$ cat config.mk
export PLATFORM = sky130hd
export DESIGN_NAME = muldiv_unit
export DESIGN_NICKNAME = d
export VERILOG_FILES = /design/src/rtl/muldiv_pkg.sv /design/src/rtl/muldiv_unit_divstep.sv /design/src/rtl/muldiv_unit.sv
export SDC_FILE = /design/constraint.sdc
export NUM_CORES = 1
export LEC_CHECK = 0
export CAP_MARGIN = 20
export CORE_MARGIN = 2
export CORE_UTILIZATION = 26
export CTS_CLUSTER_SIZE = 14
export DETAILED_ROUTE_END_ITERATION = 7
export SLEW_MARGIN = 20
export SYNTH_ARGS = -nofsm -noshare
export SYNTH_HDL_FRONTEND = slang
export SYNTH_HIERARCHICAL = 1
export SYNTH_SLANG_ARGS = --single-unit
$ cat constraint.sdc
create_clock -name clk -period 6.91 [get_ports clk]
set_input_delay 1.0365 -clock clk [delete_from_list [all_inputs] [get_ports clk]]
set_output_delay 1.0365 -clock clk [all_outputs]
set_load 0.02 [all_outputs]
$ cat src/rtl/muldiv_pkg.sv
// Shared types and constants for the iterative multiply/divide unit.
package muldiv_pkg;

  typedef enum logic [1:0] {
    IDLE = 2'd0,
    RUN  = 2'd1,
    DONE = 2'd2
  } state_e;

  localparam logic [3:0] F_MULT = 4'b1010;
  localparam logic [3:0] F_DIV  = 4'b1011;
  localparam logic [3:0] F_MTHI = 4'b1100;
  localparam logic [3:0] F_MTLO = 4'b1101;

  // LO result for a divide by zero; sliced to WIDTH by the user.
  localparam logic [63:0] DIV0_LO = '1;

endpackage

$ cat src/rtl/muldiv_unit_divstep.sv
// One restoring-division step: shift in a dividend bit, subtract if it fits.
module divstep #(
  parameter int WIDTH = 32
) (
  input  logic [WIDTH-1:0] rem_i,
  input  logic             din_i,
  input  logic [WIDTH-1:0] dvs_i,
  output logic [WIDTH-1:0] rem_o,
  output logic             q_o
);

  logic [WIDTH:0]   sh;
  logic [WIDTH-1:0] diff;

  always_comb begin
    sh    = {rem_i, din_i};
    // When the subtract is taken the result is below the divisor, so the low bits suffice.
    diff  = sh[WIDTH-1:0] - dvs_i;
    q_o   = (sh >= {1'b0, dvs_i});
    rem_o = q_o ? diff : sh[WIDTH-1:0];
  end

endmodule

$ cat src/rtl/muldiv_unit.sv
// Iterative unsigned mult/div with HI/LO; MULDIV_FAST_MULT_EN makes mult single-cycle.
module muldiv_unit
  import muldiv_pkg::*;
#(
  parameter int WIDTH = 32
) (
  input  logic             clk,
  input  logic             reset,
  input  logic             start,
  input  logic [3:0]       f,
  input  logic [WIDTH-1:0] a,
  input  logic [WIDTH-1:0] b,
  input  logic             flush,
  input  logic             hilo_rd,
  output logic [WIDTH-1:0] hi,
  output logic [WIDTH-1:0] lo,
  output logic             busy,
  output logic             done,
  output logic             stall
);

  localparam int CW = (WIDTH > 1) ? $clog2(WIDTH) : 1;

  state_e           state_q, state_d;
  logic [CW-1:0]    cnt_q, cnt_d;
  logic [WIDTH-1:0] a_q, a_d, b_q, b_d, acc_q, acc_d;
  logic [WIDTH-1:0] hi_q, hi_d, lo_q, lo_d;
  logic             div_q, div_d;

  logic [WIDTH:0]   msum;
  logic [WIDTH-1:0] rem_nxt;
  logic             qbit;
`ifdef MULDIV_FAST_MULT_EN
  logic [2*WIDTH-1:0] fast_prod;
`endif

  // Divide: acc is the partial remainder, a shifts out dividend bits and collects quotient bits.
  divstep #(.WIDTH(WIDTH)) u_divstep (
    .rem_i (acc_q),
    .din_i (a_q[WIDTH-1]),
    .dvs_i (b_q),
    .rem_o (rem_nxt),
    .q_o   (qbit)
  );

  // Multiply: acc is the product high half, b shifts out multiplier bits and collects the low half.
  assign msum = {1'b0, acc_q} + ({(WIDTH+1){b_q[0]}} & {1'b0, a_q});

  always_comb begin
    state_d = state_q;
    cnt_d   = cnt_q;
    a_d     = a_q;
    b_d     = b_q;
    acc_d   = acc_q;
    div_d   = div_q;
    hi_d    = hi_q;
    lo_d    = lo_q;
`ifdef MULDIV_FAST_MULT_EN
    fast_prod = {{WIDTH{1'b0}}, a} * {{WIDTH{1'b0}}, b};
`endif
    case (state_q)
      RUN: begin
        cnt_d = cnt_q + 1'b1;
        if (div_q) begin
          acc_d = rem_nxt;
          a_d   = {a_q[WIDTH-2:0], qbit};
        end else begin
          acc_d = msum[WIDTH:1];
          b_d   = {msum[0], b_q[WIDTH-1:1]};
        end
        if (flush) begin
          state_d = IDLE;
        end else if (cnt_q == CW'(WIDTH-1)) begin
          state_d = DONE;
          hi_d    = acc_d;
          if (div_q) lo_d = (b_q == '0) ? DIV0_LO[WIDTH-1:0] : a_d;
          else       lo_d = b_d;
        end
      end
      default: begin
        state_d = IDLE;
        if (start && !flush) begin
          case (f)
            F_MULT, F_DIV: begin
`ifdef MULDIV_FAST_MULT_EN
              if (f == F_MULT) begin
                {hi_d, lo_d} = fast_prod;
                state_d      = DONE;
              end else
`endif
              begin
                a_d     = a;
                b_d     = b;
                acc_d   = '0;
                cnt_d   = '0;
                div_d   = (f == F_DIV);
                state_d = RUN;
              end
            end
            F_MTHI:  hi_d = a;
            F_MTLO:  lo_d = a;
            default: ;
          endcase
        end
      end
    endcase
  end

  always_ff @(posedge clk or negedge reset) begin
    if (!reset) begin
      state_q <= IDLE;
      cnt_q   <= '0;
      a_q     <= '0;
      b_q     <= '0;
      acc_q   <= '0;
      div_q   <= 1'b0;
      hi_q    <= '0;
      lo_q    <= '0;
    end else begin
      state_q <= state_d;
      cnt_q   <= cnt_d;
      a_q     <= a_d;
      b_q     <= b_d;
      acc_q   <= acc_d;
      div_q   <= div_d;
      hi_q    <= hi_d;
      lo_q    <= lo_d;
    end
  end

  assign hi    = hi_q;
  assign lo    = lo_q;
  assign busy  = (state_q == RUN);
  assign done  = (state_q == DONE);
  assign stall = busy & (hilo_rd | start);

endmodule
==> flow_summary.json <==
{
  "status": "finished, violations left",
  "violations": "design-rule violations",
  "die_w_um": 222,
  "wl_met3_um": 3780,
  "gp_congestion": 0.943,
  "cts_root_buffer": "clkbuf_16",
  "finalNetCount": 1687,
  "vdd_ir_drop_max_mv": 0.265,
  "leakage_nw": 6.48,
  "drt-initial-drc-count": 1205,
  "synth_warnings": 6,
  "worstHoldPathType": "register to register",
  "syn_area_per_cell_um2": 8.46,
  "ios": 140,
  "cts-htree-levels": 4,
  "async_reset_ff_frac": 1.00,
  "grt_max_degree": 109,
  "synth-seq-cells": 168,
  "p_comb_frac": 0.613,
  "core_um2": 46700,
  "wl_um": 46100,
  "fillers": 4881,
  "fin_setup_tns_ns": 0,
  "syn_to_final_growth_pct": 19.8,
  "grt_remaining_overflow": 0,
  "internal_power_mw": 3.77,
  "yosysTopAreaCell": "dfrtp_1",
  "max-slew-margin-rel": 0.375,
  "critPathSlowestCell": "inv_2",
  "synth_top_cell_area_share": 0.341,
  "start_kind": "register",
  "seq_power_share": 0.248,
  "worstPathArrival_ns": 4.65,
  "clock_sinks": 168,
  "p_sw_frac": 0.476,
  "ant_nets": 0,
  "synth_edf_count": 0,
  "n_antenna_cell": 0,
  "firstDrtPassIters": 7,
  "drc": 1,
  "die-area_um2": 49200,
  "track_usage": 0.186,
  "postCtsSetupBuffers": 0,
  "synth_area_um2": 12300,
  "finClkSkew_ns": 0.0166,
  "rsz0062_at_grt": "no",
  "finalHoldViolCount": 0,
  "grt_pass1_vias": 11812,
  "cts_resized": 0,
  "route.vias.total": 11910,
  "cts.hold.buffers_added": 0,
  "cts_max_path_buffers": 2,
  "cts_buffers": 17,
  "met2_length_um": 21200,
  "m1WireLength_um": 19800,
  "path_class": "register to register",
  "synth_cells": 1457,
  "layout_min_cycle_time_ns": 4.30,
  "power_density_nw_per_um2": 488,
  "synth_area_leaders": "dfrtp_1 (34%), ha_1 (6.7%), nand2_1 (5.8%), nor2_1 (4.8%), mux2i_1 (4.1%)",
  "grt_pass1_wl_um": 71100,
  "initial_core_util": 0.264,
  "antenna_found_initial": 0,
  "cap_violations": 0,
  "top_layer": "met4",
  "max_stage_delay_ns": 0.64,
  "yosys.cell_types.count": 83,
  "power_switching_mw": 3.43,
  "io_buffers": 139,
  "seq_area_frac_synth": 0.341,
  "worstPathRequired_ns": 7.27,
  "p_total_mw": 7.20,
  "power.share.clock": 0.139,
  "synth_fp_nets": 1598,
  "drv_slew": 0,
  "die_h_um": 222,
  "cp-end-kind": "register",
  "ys.flop_type": "dfrtp_1",
  "cp_top_family": "multiplexers",
  "drive_gt1_frac": 0.0776,
  "num_rows": 79,
  "max_freq_mhz": 233,
  "worstSkewPairLatency_ns": 0.47,
  "post-dp-hpwl_um": 33900,
  "cts.clk_slew.worst_paths_ns": 0.07,
  "routed_via_density": 5.50,
  "worst_pin_slew_ns": 0.937,
  "setup_viol": 0,
  "cp_cell_sequence": "inv_1 -> ha_1 -> nand4_1 -> nor3_1 -> o211ai_1 -> nor4b_4 -> o21ai_2 -> a31oi_4 -> o21a_4 -> inv_2 -> mux2_2 -> mux2i_1 -> a21oi_1 -> mux2_2",
  "cp_common_cell": "mux2_2",
  "path_max_fanout": 30,
  "min_period_over_period": 0.622,
  "cp.buffers_inverters": 2,
  "wire_per_inst_um": 21.3,
  "cts_tree": "done"
}
stage by stage:
step	hold slack, ns	util	cells	worst slack, ns	instance area, µm²
floorplan	0.464	-	1457	3.53	12300
global placement	0.464	0.304	2134	2.82	14200
detailed placement	0.467	0.304	2134	2.69	14200
CTS	0.487	0.317	2166	2.70	14800
global route	0.505	0.317	2166	2.45	14800
finish	0.478	0.317	2166	2.61	14800
cells in the mapped netlist (all sizes together) (22+ instances only):
library cell / number
a211oi: 27
a21o: 43
a21oi: 83
a22oi: 35
and2: 36
clkbuf: 70
dfrtp: 168
ha: 66
inv: 57
mux2: 31
mux2i: 51
nand2: 192
nand3: 34
nor2: 157
nor3: 22
o21ai: 95
o22ai: 35
xnor2: 29
state kept, by name, indices dropped and copies added (netlist names):
register,count
a_q,32
state_q,2
b_q,32
cnt_q,5
div_q,1
lo,32
hi,32
acc_q,32
area by class of cell:
| cell class | count | area [µm²] | share of cell area |
|---|---|---|---|
| well taps | 607 | 759 | 0.0514 |
| flip-flops and latches | 168 | 4210 | 0.285 |
| clock inverters | 14 | 163 | 0.0110 |
| repair buffers | 159 | 1550 | 0.105 |
| multi-input cells | 1143 | 7450 | 0.505 |
| clock buffers | 18 | 429 | 0.0291 |
| inverters | 57 | 214 | 0.0145 |
worst paths after layout:
path	from	end	slack (ns)	cells past startpoint
setup / recovery	b_q[11]$_DFFE_PN0P_	hi[13]$_DFFE_PN0P_	2.61	14
hold / removal	lo[13]$_DFFE_PN0P_	lo[13]$_DFFE_PN0P_	0.48	1
setup reg to reg	b_q[11]$_DFFE_PN0P_	hi[13]$_DFFE_PN0P_	2.61	14
hold reg to reg	lo[13]$_DFFE_PN0P_	lo[13]$_DFFE_PN0P_	0.48	1
max in group asynchronous	reset	div_q$_DFFE_PN0P_	4.76	2
min in group asynchronous	reset	b_q[16]$_DFFE_PN0P_	0.70	1
cells by family after synthesis:
kind of cell,count (synthesis),synth area share
XOR/XNOR,45,0.0320
flip-flops,168,0.341
buffers and inverters,146,0.0566
adder cells (fa/ha/maj),68,0.0702
AND/OR/NAND/NOR,515,0.190
multiplexers,82,0.0724
AO/OA/AOI/OAI,433,0.238
per-layer routing:
metal | vias to the layer above | GRT usage
li1 | 5421 | -
met1 | 5833 | 0.247
met2 | 575 | 0.299
met3 | 81 | 0.0370
met4 | 0 | 0.0680
met5 | - | 0
power by group through the flow:
stage | clock (mW) | combinational (mW) | sequential, mW
6_report | 1.00 | 4.42 | 1.79
5_1_grt | 1.06 | 4.80 | 1.83
4_1_cts | 1.02 | 4.34 | 1.77
3_5_place_dp | 0 | 4.31 | 1.79
3_3_place_gp | 0 | 4.28 | 1.79
2_1_floorplan | 0 | 3.27 | 1.69
layout by cell type, fill, tap and decap left out, types with 4 or more instances in the layout:
cell             netlist  layout
a211oi_1              27      27
a21boi_0               7       7
a21o_1                43      42
a21oi_1               78      77
a21oi_2                3       4
a221oi_1              10      10
a22o_1                 8       8
a22oi_1               35      35
a31oi_1               17      17
and2_1                36      36
and3_1                11      11
buf_4                  2      20
clkbuf_16              0      17
clkdlybuf4s50_1        0     138
dfrtp_1              168     167
ha_1                  66      66
inv_1                 56      55
inv_6                  0       5
mux2_2                22      22
mux2_4                 9       9
mux2i_1               51      51
nand2_1              192     192
nand3_1               34      34
nand4_1               15      15
nor2_1               157     153
nor2b_1               12      11
nor3_1                21      21
nor4_1                12      12
o2111ai_1              4       4
o211ai_1              10      10
o21a_1                12      12
o21ai_0               89      89
o21ai_2                4       4
o21bai_1               9       9
o22ai_1               34      34
o31ai_1                8       8
o41ai_1                4       4
or4_1                  4       4
xnor2_1               29      29
xor2_1                16      16
(Power assumes the default switching activity.)
